$ cat src/rtl/mem_arb_pkg.sv
// mem_arb_pkg: shared types for the fetch/data memory arbiter.
// Arbiter state, transaction owner and the full byte-enable constant.
package mem_arb_pkg;

  typedef enum logic {
    IDLE,
    WAIT
  } arb_state_t;

  typedef enum logic [1:0] {
    NONE,
    FETCH,
    DATA
  } owner_t;

  localparam logic [3:0] BE_ALL = 4'hF;

endpackage

$ cat src/rtl/mem_arbiter.sv
// mem_arbiter: shares one single-port memory between fetch and load/store.
// Data has priority; a starvation counter forces fetch through.
module mem_arbiter
  import mem_arb_pkg::*;
#(
  parameter int ADDR_W     = 32,
  parameter int DATA_W     = 32,
  parameter int STARVE_MAX = 4
) (
  input  logic              clk,
  input  logic              reset,
  input  logic              if_req,
  input  logic [ADDR_W-1:0] if_addr,
  output logic              if_gnt,
  output logic              if_rvalid,
  output logic [DATA_W-1:0] if_rdata,
  input  logic              d_req,
  input  logic              d_we,
  input  logic [3:0]        d_be,
  input  logic [ADDR_W-1:0] d_addr,
  input  logic [DATA_W-1:0] d_wdata,
  output logic              d_gnt,
  output logic              d_rvalid,
  output logic [DATA_W-1:0] d_rdata,
  output logic              m_req,
  output logic              m_we,
  output logic [3:0]        m_be,
  output logic [ADDR_W-1:0] m_addr,
  output logic [DATA_W-1:0] m_wdata,
  input  logic              m_gnt,
  input  logic              m_rvalid,
  input  logic [DATA_W-1:0] m_rdata
);

  localparam logic [3:0] SMAX = 4'(STARVE_MAX);

  arb_state_t  state_q;
  arb_state_t  state_d;
  owner_t      owner_q;
  owner_t      winner;
  logic        we_q;
  logic [3:0]  starve_q;
  logic        fetch_win;
  logic        data_win;
  logic        grant;
  logic        resp;

  assign fetch_win = if_req && (!d_req || starve_q == SMAX);
  assign data_win  = d_req && !fetch_win;

  always_comb begin
    winner = NONE;
    if (state_q == IDLE && !reset) begin
      unique case (1'b1)
        fetch_win: winner = FETCH;
        data_win:  winner = DATA;
        default:   winner = NONE;
      endcase
    end
  end

  assign grant  = (winner != NONE) && m_gnt;
  assign if_gnt = grant && (winner == FETCH);
  assign d_gnt  = grant && (winner == DATA);
  assign resp   = (state_q == WAIT) && m_rvalid;

  always_comb begin
    m_req   = 1'b0;
    m_we    = 1'b0;
    m_be    = '0;
    m_addr  = '0;
    m_wdata = '0;
    unique case (winner)
      FETCH: begin
        m_req  = 1'b1;
        m_be   = BE_ALL;
        m_addr = if_addr;
      end
      DATA: begin
        m_req   = 1'b1;
        m_we    = d_we;
        m_be    = d_we ? d_be : BE_ALL;
        m_addr  = d_addr;
        m_wdata = d_we ? d_wdata : '0;
      end
      default: ;
    endcase
  end

  always_comb begin
    state_d = state_q;
    unique case (state_q)
      IDLE:    if (grant) state_d = WAIT;
      WAIT:    if (m_rvalid) state_d = IDLE;
      default: state_d = IDLE;
    endcase
  end

  always_ff @(posedge clk or posedge reset) begin
    if (reset) begin
      state_q <= IDLE;
    end else begin
      state_q <= state_d;
    end
  end

  always_ff @(posedge clk or posedge reset) begin
    if (reset) begin
      owner_q <= NONE;
      we_q    <= 1'b0;
    end else if (grant) begin
      owner_q <= winner;
      we_q    <= (winner == DATA) && d_we;
    end
  end

  // Only grants or an idle fetch port move the counter; WAIT holds it.
  always_ff @(posedge clk or posedge reset) begin
    if (reset) begin
      starve_q <= '0;
    end else if (state_q == IDLE) begin
      if (!if_req) begin
        starve_q <= '0;
      end else if (if_gnt) begin
        starve_q <= '0;
      end else if (d_gnt && starve_q != 4'hF) begin
        starve_q <= starve_q + 4'd1;
      end
    end
  end

  always_ff @(posedge clk or posedge reset) begin
    if (reset) begin
      if_rvalid <= 1'b0;
      d_rvalid  <= 1'b0;
      if_rdata  <= '0;
      d_rdata   <= '0;
    end else begin
      if_rvalid <= resp && (owner_q == FETCH);
      d_rvalid  <= resp && (owner_q == DATA);
      if (resp && owner_q == FETCH) begin
        if_rdata <= m_rdata;
      end
      if (resp && owner_q == DATA) begin
        d_rdata <= we_q ? '0 : m_rdata;
      end
    end
  end

endmodule

$ cat config.mk
export PLATFORM = sky130hd
export DESIGN_NAME = mem_arbiter
export DESIGN_NICKNAME = d
export VERILOG_FILES = /design/src/rtl/mem_arb_pkg.sv /design/src/rtl/mem_arbiter.sv
export SDC_FILE = /design/constraint.sdc
export NUM_CORES = 1
export LEC_CHECK = 0
export ABC_AREA = 1
export CAP_MARGIN = 40
export CORE_MARGIN = 10
export CORE_UTILIZATION = 25
export CTS_CLUSTER_SIZE = 25
export DETAILED_ROUTE_END_ITERATION = 16
export SLEW_MARGIN = 20
export SYNTH_ARGS = -nofsm -noshare
export SYNTH_HDL_FRONTEND = slang
export SYNTH_SLANG_ARGS = --single-unit
$ cat constraint.sdc
create_clock -name clk -period 3.21 [get_ports clk]
set_input_delay 0.963 -clock clk [delete_from_list [all_inputs] [get_ports clk]]
set_output_delay 0.963 -clock clk [all_outputs]
set_load 0.005 [all_outputs]
======== Yosys cells after proc, flatten, opt, wreduce, memory -nomap -nowiden ========
Index checks and enable logic that the tools add are counted.
operators by class
  add/sub/neg operators ................... 1
  equal/unequal tests ..................... 7
  mux-type cells .......................... 16
  bitwise gates (word level) .............. 1
  reductions and logical operators ........ 18
operator list
  kind                                                   number
  2-to-1 mux 32 bit                                      3
  case mux 32 bit (2 select lines)                       1
  2-to-1 mux 4 bit                                       4
  logical AND 1 bit                                      11
  case mux 4 bit (2 select lines)                        1
  adder 4 x 1 -> 4 bit, second input constant            1
  == test 2 x 1 -> 1 bit, second input constant          2
  == test 2 bit, second input constant                   2
  == test 4 x 3 -> 1 bit, second input constant          1
  2-to-1 mux 1 bit                                       4
  inequality test 4 bit, second input constant           1
  case mux 2 bit (2 select lines)                        1
  logical NOT 1 bit                                      3
  inequality test 3 x 1 -> 1 bit, second input constant  1
  2-to-1 mux 2 bit                                       1
  case mux 1 bit (2 select lines)                        1
  AND reduction 2 bit                                    1
  nonzero test 2 bit                                     1
  OR reduction 2 bit                                     1
  logical OR 1 bit                                       1
  NOT 1 bit                                              1
word-level totals
  register bits after elaboration ......... 74
  bits of input ports ..................... 139
  logic and storage cells ................. 51

======== Depth between registers and ports, before layout ========
  depth after elaboration ................. 14
  gate-level depth with buffers ........... 16

======== Worst setup path before layout ========
OpenSTA, ideal clock, no wires.
  path kind ............................... input to output
  start ................................... input port reset
  end ..................................... output port m_addr[11]
  data arrival time ....................... 2,242 ps
  required time ........................... 2,247 ps
  path slack .............................. 5 ps
  cell stages on the path ................. 8
  path through ............................ nor2_1 -> inv_1 -> nor2_1 -> inv_1 -> ha_1 -> clkinv_1 -> buf_1 -> a21oi_1
on the way
  longest elaborated chain between the ends .. 5
  elaborated cells between the ends (all ways) .. 6
  classes of those cells .................. eq/ne (2); mux (2); reduce/logical (2)
ends and longest elaborated chain
  item                                                     line               source
  from (decl)                                              mem_arbiter.sv:11  input logic reset,
  logical NOT 1 bit (no line) *                            n/a
  logical AND 1 bit *                                      mem_arbiter.sv:53  if (state_q == IDLE && !reset) begin
  2-to-1 mux 2 bit *                                       mem_arbiter.sv:53
  via winner[0]                                            mem_arbiter.sv:40  owner_t winner;
  == test 2 bit or == test 2 x 1 -> 1 bit (tied branches)  mem_arbiter.sv:73  unique case (winner)
  case mux 32 bit (2 select lines) *                       mem_arbiter.sv:73
  to (decl)                                                mem_arbiter.sv:28  output logic [ADDR_W-1:0] m_addr,
Mark *: on every way through the listed nets, which the timed path passes. The rest lies on a longest branch.

======== Final worst setup path ========
  start ................................... input port reset
  end ..................................... output port m_wdata[17]
on the way
  longest elaborated chain between the ends .. 5
ends and longest elaborated chain
  item                         line               source
  logical NOT 1 bit (no line)  n/a
  logical AND 1 bit            mem_arbiter.sv:53
  2-to-1 mux 2 bit             mem_arbiter.sv:53
  via winner[1]                mem_arbiter.sv:40
  == test 2 bit                mem_arbiter.sv:73
  2-to-1 mux 32 bit            mem_arbiter.sv:73
  to (decl)                    mem_arbiter.sv:29  output logic [DATA_W-1:0] m_wdata,
The timed path passes the listed nets, and every way through them passes these cells.

==> flow_metrics.env <==
export IMPL_run_status="finished, violations left"
export IMPL_violations="negative setup slack"
export IMPL_ys_warn_count=0
export IMPL_max_stage_delay_ns=0.19
export IMPL_synth_top_family_by_area="simple AND/OR/NAND/NOR gates"
export IMPL_antenna_found_initial=0
export IMPL_gp_congestion=0.820
export IMPL_rsz0062_at_grt="yes"
export IMPL_synthDominantCellAreaShare_pct=45.1
export IMPL_drt_iter0_drc=83
export IMPL_clockBufferDepth=2
export IMPL_fin_nets=1005
export IMPL_start_util_pct=25.7
export IMPL_synthTopCellsByArea="dfrtp_1 45%, nand2_1 17%, inv_1 8.0%"
export IMPL_drive_above_1_share_pct=32.9
export IMPL_wl_per_cell_microns=17.5
export IMPL_cp_required_ns=2.25
export IMPL_cpMaxStageDelayCell="ha_4"
export IMPL_place_ws_ns=-0.907
export IMPL_finalCritPeriodShare_pct=103
export IMPL_die_height_microns=148
export IMPL_skew_ns=0.00651
export IMPL_area_growth_pct=102
export IMPL_seq_area_frac_synth_pct=45.1
export IMPL_gr_usage_met2_pct=28.5
export IMPL_dp_hpwl_microns=13200
export IMPL_synthesis_area_sq_um=4110
export IMPL_hp_class="flop to flop"
export IMPL_grt_pass1_wl_microns=28400
export IMPL_cap_violations=0
export IMPL_synth_compound_area_share_pct=10.8
export IMPL_fin_crit_ns=3.29
export IMPL_die_width_microns=148
export IMPL_fillers=1589
export IMPL_start_kind="input pin"
export IMPL_fmax_ghz=0.304
export IMPL_first_pass_iters=4
export IMPL_root_buffer="clkbuf_16"
export IMPL_worstSetupPathType="input pin to output pin"
export IMPL_crit_arrival_ns=2.33
export IMPL_die_area_sq_um=22000
export IMPL_synth_cell_types=22
export IMPL_diodes=0
export IMPL_grt_pass1_vias=4958
export IMPL_cts_buffers=9
export IMPL_peakVddDrop_mv=0.256
export IMPL_synth_area_per_cell_sq_um=7.54
export IMPL_clock_latency_ns=0.33
export IMPL_h_tree_depth=3
export IMPL_busiest_layer="met2"
export IMPL_syn_nets=689
export IMPL_clk_pin_slew_ns=0.06
export IMPL_power_density_nw_per_um2=606
export IMPL_synth_xor_area_share_pct=0
export IMPL_ys_ff_latch=74
export IMPL_grt_use_met3_pct=8.22
export IMPL_drc_errors=0
export IMPL_power_leakage_nw=3.92
export IMPL_ant_nets=0
export IMPL_grtUsageMet1_pct=16.7
export IMPL_rows=46
export IMPL_crit_fanout=8
export IMPL_final_hold_viol_count=0
export IMPL_hold_slack_ns=0.476
export IMPL_endpoint_kind="output pin"
export IMPL_cts_sinks=74
export IMPL_grt_overflow=0
export IMPL_setup_viol=37
export IMPL_synth_simple_gate_area_share_pct=30.1
export IMPL_worstMarginPinSlew_ns=0.620
export IMPL_grt_use_total_pct=16.2
export IMPL_drv_slew=0
export IMPL_io_pins=277
export IMPL_tritoncts="built"
export IMPL_grt_max_degree=66
export IMPL_core_sq_um=16000
export IMPL_synth_largest_area_cell="dfrtp_1"
export IMPL_synthCells=545
export IMPL_portBuffers=276
export IMPL_viasPerCell=4.34
export IMPL_synth_mux_area_fraction_pct=0
export IMPL_num_vias=4694
export IMPL_routed_wl_microns=18900
export IMPL_crit_chain="buf_6 -> nor2_4 -> buf_6 -> nand3_4 -> inv_2 -> ha_4 -> nand2_8 -> buf_12 -> buf_12 -> buf_16 -> nor2_4 -> buf_2"
export IMPL_relSlewSlack_pct=58.7
export IMPL_synth_fa_ha_area_share_pct=1.52
export IMPL_setup_ws_ns=-0.0840
## worst max-delay path: cells and delay by family
kind	cells	cell delay [ns]
adder cells (fa/ha/maj)	1	0.19
buffers and inverters	7	0.82
AND/OR/NAND/NOR	4	0.34
## cells in the mapped netlist, drive strengths merged
cell type,number
a21oi,37
buf,22
clkbuf,8
clkinv,1
dfrtp,74
ha,5
inv,89
nand2,185
nand3,44
nand4,2
nor2,40
nor3,1
o21ai,37
## report_power, final
part	internal, mW	switching, mW	leakage, nW
clock network	0.600	0.390	0.142
logic	1.43	1.01	2.86
registers	1.36	0.227	0.919
total	3.39	1.63	3.92
## timing repair
item | 4_1_cts | 5_1_grt
resized for setup | 350 | 102
hold buffers | 0 | 0
setup buffers | 13 | 8
setup endpoints to repair | 72 | 71
gates cloned | 11 | 6
pin swaps | 11 | 19
## cell usage in the layout (no fill, tap or decap), types with 3 or more instances in the layout
master / count
clkbuf_2: 3
a21oi_1: 16
o21ai_2: 21
buf_4: 25
o21ai_1: 8
inv_1: 81
nand2_2: 14
buf_16: 7
nor2_4: 18
dfrtp_1: 74
clkdlybuf4s50_1: 201
clkbuf_16: 13
nand3_1: 13
o21ai_0: 8
nor2_1: 15
nor2_2: 7
nand2_4: 10
nand3_2: 30
a21oi_2: 21
nand2_1: 160
buf_6: 26
clkinv_2: 3
buf_12: 11
buf_2: 56
inv_2: 6
ha_4: 3
## cells by family after synthesis
| group | count (synthesis) |
|---|---|
| AND/OR/NAND/NOR | 272 |
| buffers and inverters | 120 |
| AO/OA/AOI/OAI | 74 |
| flip-flops | 74 |
| adder cells (fa/ha/maj) | 5 |
## per-stage QoR
step           utilization (%)  TNS (ns)  cells  power (mW)  cell area (sq um)
6_report                  51.7     -1.23   1082        5.01               8280
5_1_grt                   51.7     -4.37   1082        5.38               8280
4_1_cts                   49.5     -2.43   1073        4.97               7910
3_5_place_dp              45.3    -59.25   1033        3.74               7240
3_3_place_gp              45.3    -59.65   1033        3.72               7240
2_1_floorplan                -         0    545        2.35               4110
## state kept, by name (all words and copies together), names as in the netlist
register,count
d_rdata,32
if_rdata,32
starve_q,4
owner_q,2
d_rvalid,1
if_rvalid,1
state_q,1
we_q,1
## path summary, 6_finish.rpt
check,endpoint,cells after the start,slack [ns],from
min in group asynchronous,we_q,3,0.65,reset
min,if_rdata[30],2,0.48,if_rdata[30]
max,m_wdata[17],12,-0.08,reset
max in group asynchronous,if_rdata[1],4,2.05,reset
max reg2reg,starve_q[3],17,0.99,starve_q[0]
min reg2reg,if_rdata[30],2,0.48,if_rdata[30]
## per-layer routing
metal	vias up	wire, microns
li1	2298	-
met1	2187	6950
met2	192	9640
met3	17	2050
met4	0	291
met5	-	0
## final cells by class
cell class / instances / area (sq um) / area share [%]
Tap cell: 216 / 270 / 3.26
Clock buffer: 9 / 225 / 2.72
Timing Repair Buffer: 335 / 3350 / 40.4
Sequential cell: 74 / 1850 / 22.4
Multi-Input combinational cell: 351 / 2160 / 26.1
Inverter: 90 / 353 / 4.26
Clock inverter: 7 / 68.8 / 0.831
(Power assumes the default switching activity.)
==> patch 1, RTL diff (config.mk and constraints unchanged) <==
Re-encode `owner_t` (3 values) as one-hot, 3 bits wide.
--- a/src/rtl/mem_arb_pkg.sv
+++ b/src/rtl/mem_arb_pkg.sv
@@ -7,10 +7,10 @@
     WAIT
   } arb_state_t;
 
-  typedef enum logic [1:0] {
-    NONE,
-    FETCH,
-    DATA
+  typedef enum logic [2:0] {
+    NONE  = 3'b001,
+    FETCH = 3'b010,
+    DATA  = 3'b100
   } owner_t;
 
   localparam logic [3:0] BE_ALL = 4'hF;
Function: same outputs for any inputs over 10 cycles, from zero or initial values and one cycle with reset high; not proved beyond that.
==> patch 1 against the unedited design <==
Cell count decreased by 6.7%. Synthesized area is 6.5% lower. First-iteration DRC count increased by 66%. Sequential power fell by 3%. Power is 15% lower. Design area down 13%. Clock power is 7% higher. Setup slack better by 0.18 ns. Sequential cell count up 1. Utilization is 4.1 points lower. Wire length fell by 9.7%. Count of clock-buffer cells in the layout did not move. Via count decreased by 6.9%. Highest routed layer unchanged.
==> patch 1: results (changes against the unedited design) <==
global_route:
  grt_pass1_wl_um: 26030  # was 28,430 um
  grt_max_degree: 76  # was 66
  grt.total_usage_pct: 16.26  # was 16.16%
  grt_pass1_vias: 4577  # was 4,958
logic_synthesis:
  synthFlopType: "dfrtp_1"  # unchanged
  synth.distinct_cells: 19  # was 22
  syn_area_per_cell_um2: 7.196  # was 7.537 um2
  syn_inst: 534  # was 545
  synth_area_leaders: "dfrtp_1 48%, nand2_1 18%, inv_1 8.1%, o21ai_0 7.9%, nand3_1 5.1%"  # was dfrtp_1 45%, nand2_1 17%, inv_1 8.0%, nand3_2 7.1%, a21oi_1 4.5%
  synth_xor_area_share_pct: 0.4559  # was 0%
  synthAdderAreaFrac_pct: 0.6513  # was 1.523%
  synth_commonest_cells: "181 x nand2_1, 83 x inv_1, 74 x dfrtp_1"  # was 184 x nand2_1, 87 x inv_1, 74 x dfrtp_1
  ys_seq_area_share_pct: 48.88  # was 45.08%
  synth_compound_area_share_pct: 9.671  # was 10.84%
  syn_nets: 675  # was 689
layout:
  drive_above_1_share_pct: 11.07  # was 32.91%
  fillers: 1511  # was 1,589
  fin_cells: 1010  # was 1,082
  signal_buffers: 301  # was 335
  nNonClkInverters: 86  # was 90
  final-nonclk-buf-share_pct: 40.46  # was 40.42%
  multi_input_area_share_pct: 21.47  # was 26.13%
  register_area_mm2: 0.001878  # was 0.001852 mm2
  clock_area_share_pct: 4.266  # was 3.552%
  nNetsFinal: 958  # was 1,005
hold_path:
  hp-start: "owner_q[0]$_DFFE_PP1P_"  # was if_rdata[30]$_DFFE_PP0P_
  hold_path_end: "owner_q[0]$_DFFE_PP1P_"  # was if_rdata[30]$_DFFE_PP0P_
  hold_depth: 2  # unchanged
worst_setup_path:
  crit_fanout: 11  # was 8
  rrSetupSlack_ns: 1.43  # was 0.99 ns
  r2r-end: "we_q$_DFFE_PP0P_"  # was starve_q[3]$_DFFE_PP0P_
  r2r_cells: 11  # was 17
  worstPathArrival_ns: 2.15  # was 2.33 ns
  slowest_delay_ns: 0.27  # was 0.19 ns
timing:
  fin_skew_ns: 0.009196  # was 0.006511 ns
  worstMarginPinSlew_ns: 0.6285  # was 0.6200 ns
place:
  placed_area_mm2: 0.006914  # was 0.007244 mm2
  pre_cts_ws_ns: -0.5541  # was -0.9070 ns
  dp_hpwl_um: 13170  # was 13,240 um
outcome:
  outcome: "finished, final reports clean"  # was finished, violations left
routing:
  drt-initial-drc-count: 138  # was 83
  viasPerCell: 4.329  # was 4.338
  route.detailed.wl_per_inst_um: 16.92  # was 17.50 um
power_and_ir_drop:
  ir_worst_vdd_uv: 252.1  # was 256.3 uV
  leakagePower_uw: 0.003606  # was 0.003924 uW
clock_network:
  h-tree-depth: 3  # unchanged
==> patch 1: metrics by stage <==
step	hold WS [ns]	utilization, %
2_1_floorplan	0.4313	-
3_3_place_gp	0.4396	45.65
3_5_place_dp	0.4532	45.65
4_1_cts	0.4618	48.19
5_1_grt	0.4877	47.63
6_report	0.4588	47.63
==> patch 1: worst max-delay path by stage <==
stage | slack [ns] | to | cells after the start | startpoint
4_1_cts | -0.02 | m_addr[24] | 10 | d_req
2_1_floorplan | 0.34 | d_rdata[0]$_DFFE_PP0P_ | 1 | reset
3_5_place_dp | -0.55 | m_addr[21] | 8 | d_req
5_1_grt | 0.007 | m_we | 8 | d_req
3_3_place_gp | -0.55 | m_addr[21] | 8 | d_req
6_report | 0.1 | m_we | 8 | d_req
==> patch 1: worst register-to-register path: cells and delay by family (launching register included) <==
family          cells  cell delay, ns
flops               1            0.38
fa+ha+maj           1            0.20
simple gates        5            0.42
buf+inv             4            0.56
compound gates      1            0.13
==> patch 1: power breakdown <==
part           internal [uW]  leakage, uW  switching [uW]
sequential              1340     0.000937             209
combinational           1030      0.00252             613
clock                    616     0.000145             441
==> patch 1: what timing repair did <==
item,4_1_cts,5_1_grt
hold buffers,0,0
gates resized for setup,128,57
endpoints found under the setup margin,72,41
buffers inserted,4,0
gates cloned,3,0
pin swaps,2,1
==> patch 1: layer usage <==
metal  part of all wire, %  GRT usage [%]  vias to the layer above
met5                     0              0                        -
met2                    51          29.61                      174
met4                   1.6          4.997                        0
met3                    11          6.724                       16
li1                      -              -                     2206
met1                    37          16.50                     1976
==> patch 1: cell families after synthesis <==
kind of cell | Yosys count
simple gates | 266
flops | 75
buf+inv | 115
compound gates | 74
xor+xnor | 2
fa+ha+maj | 2
==> patch 2, RTL diff (same settings) <==
Made on the original files. The parameter `DATA_W` goes from 32 to 64.
--- a/src/rtl/mem_arbiter.sv
+++ b/src/rtl/mem_arbiter.sv
@@ -4,7 +4,7 @@
   import mem_arb_pkg::*;
 #(
   parameter int ADDR_W     = 32,
-  parameter int DATA_W     = 32,
+  parameter int DATA_W     = 64,
   parameter int STARVE_MAX = 4
 ) (
   input  logic              clk,
Ports: changed (5 resized); port bits go from 277 to 437. No check against the original RTL was run, so the function may have changed too.
==> patch 2 against the unedited design <==
The flow still finishes with violations (negative setup slack). Clock power increased by 98%. Worst hold slack about the same. Highest routed layer unchanged. Synthesized cell count increased by 64%. Wire length increased by 81%. Setup slack got worse by 0.071 ns. Critical path type unchanged. Clock skew increased by 0.0045 ns. Design area increased by 57%. Sequential cell count increased by 64. Power increased by 55%. Cell count increased by 59%. Synthesized area increased by 65%. Sequential share of layout area increased by 4.3 points.
==> patch 2: results (changes against the unedited design) <==
routing:
  drt-initial-drc-count: 513  # was 83
  dr_wl_met2_um: 17070  # was 9637 um
  viasPerCell: 4.549  # was 4.338
  route.detailed.wl_per_inst_um: 19.88  # was 17.50 um
  num_vias: 7824  # was 4,694
  wl_met1_um: 13060  # was 6949 um
  wl_met3_um: 3084  # was 2053 um
  firstDrtPassIters: 5  # was 4
place:
  gp_congestion: 0.9202  # was 0.8195
  dp_hpwl_um: 24240  # was 13,240 um
  numPortBuffers: 436  # was 276
  pre_cts_ws_ns: -1.022  # was -0.9070 ns
  placed_area_mm2: 0.01156  # was 0.007244 mm2
  numPlacedInstances: 1647  # was 1,033
clock_network:
  cts.repair.resized: 492  # was 350
  cts_made_buffers: 17  # was 9
  clk_latency_ns: 0.42  # was 0.33 ns
  h-tree-depth: 4  # was 3
  post_cts_buffers: 20  # was 13
layout:
  drive_above_1_share_pct: 25.45  # was 32.91%
  fillers: 2582  # was 1,589
  top_regs: "d_rdata x64, if_rdata x64, starve_q x4"  # was d_rdata x32, if_rdata x32, starve_q x4
logic_synthesis:
  syn_area_per_cell_um2: 7.581  # was 7.537 um2
  syn_nets: 1104  # was 689
  synth_commonest_cells: "327 x nand2_1, 138 x dfrtp_1, 86 x inv_1"  # was 184 x nand2_1, 87 x inv_1, 74 x dfrtp_1
  ys_seq_area_share_pct: 50.84  # was 45.08%
  synth.distinct_cells: 21  # was 22
  synth_area_leaders: "dfrtp_1 51%, nand2_1 18%, nand3_1 5.3%, o21ai_0 5.1%, inv_1 4.8%"  # was dfrtp_1 45%, nand2_1 17%, inv_1 8.0%, nand3_2 7.1%, a21oi_1 4.5%
global_route:
  grtUsageMet3_pct: 6.975  # was 8.222%
  grt_max_degree: 74  # was 66
  grtUsageMet1_pct: 21.50  # was 16.72%
  grt_pass1_wl_um: 49940  # was 28,430 um
  met2_usage_pct: 32.46  # was 28.55%
  grt.total_usage_pct: 19.06  # was 16.16%
timing:
  fin_skew_ns: 0.01104  # was 0.006511 ns
  worst_slack_ns: -0.1548  # was -0.08395 ns
  holdWs_ns: 0.4761  # was 0.4762 ns
  setup_viol: 79  # was 37
outcome:
  violations: "negative setup slack"  # unchanged
  outcome: "finished, violations left"  # unchanged
hold_path:
  hold_path_end: "if_rdata[21]$_DFFE_PP0P_"  # was if_rdata[30]$_DFFE_PP0P_
  hp-start: "if_rdata[21]$_DFFE_PP0P_"  # was if_rdata[30]$_DFFE_PP0P_
power_and_ir_drop:
  finalPower_uw: 7789  # was 5013 uW
  pg_clk_uw: 1960  # was 990 uW
  ir_worst_vdd_uv: 338.9  # was 256.3 uV
  leakagePower_uw: 0.006323  # was 0.003924 uW
  p_sw_share_pct: 32.76  # was 32.43%
worst_setup_path:
  cp-endpoint: "m_addr[23]"  # was m_wdata[17]
  rrSetupSlack_ns: 0.84  # was 0.99 ns
  r2r_cells: 19  # was 17
  worstPathArrival_ns: 2.40  # was 2.33 ns
  crit_path_top_delay_cell: "ha_4"  # unchanged
  slowest_delay_ns: 0.21  # was 0.19 ns
  r2r-end: "starve_q[2]$_DFFE_PP0P_"  # was starve_q[3]$_DFFE_PP0P_
-- patch 2: changes by cell type after synthesis, sizes merged, moves of 2 or more --
| cell | before | now |
|---|---|---|
| buf | 22 | 33 |
| clkbuf | 8 | 27 |
| dfrtp | 74 | 138 |
| inv | 89 | 87 |
| nand2 | 185 | 349 |
| nand3 | 44 | 72 |
| nand4 | 2 | 4 |
| nor2 | 40 | 72 |
| o21ai | 37 | 69 |
-- patch 2: final cells by class --
type	count	area (um2)	share of cell area, %
repair buffers	511	4982	38.42
flip-flops and latches	138	3453	26.63
inverters	89	356.6	2.750
clock buffers	19	452.9	3.493
well taps	341	426.7	3.290
multi-input cells	609	3162	24.38
clock inverters	13	133.9	1.032
-- patch 2: kinds of logic after synthesis --
logic type,count (synthesis),synth area share [%]
and+or+nand+nor,497,29.86
adders and majority gates,5,0.9210
buffers and inverters,149,10.50
AOI/OAI and AO/OA,107,7.884
DFF,138,50.84
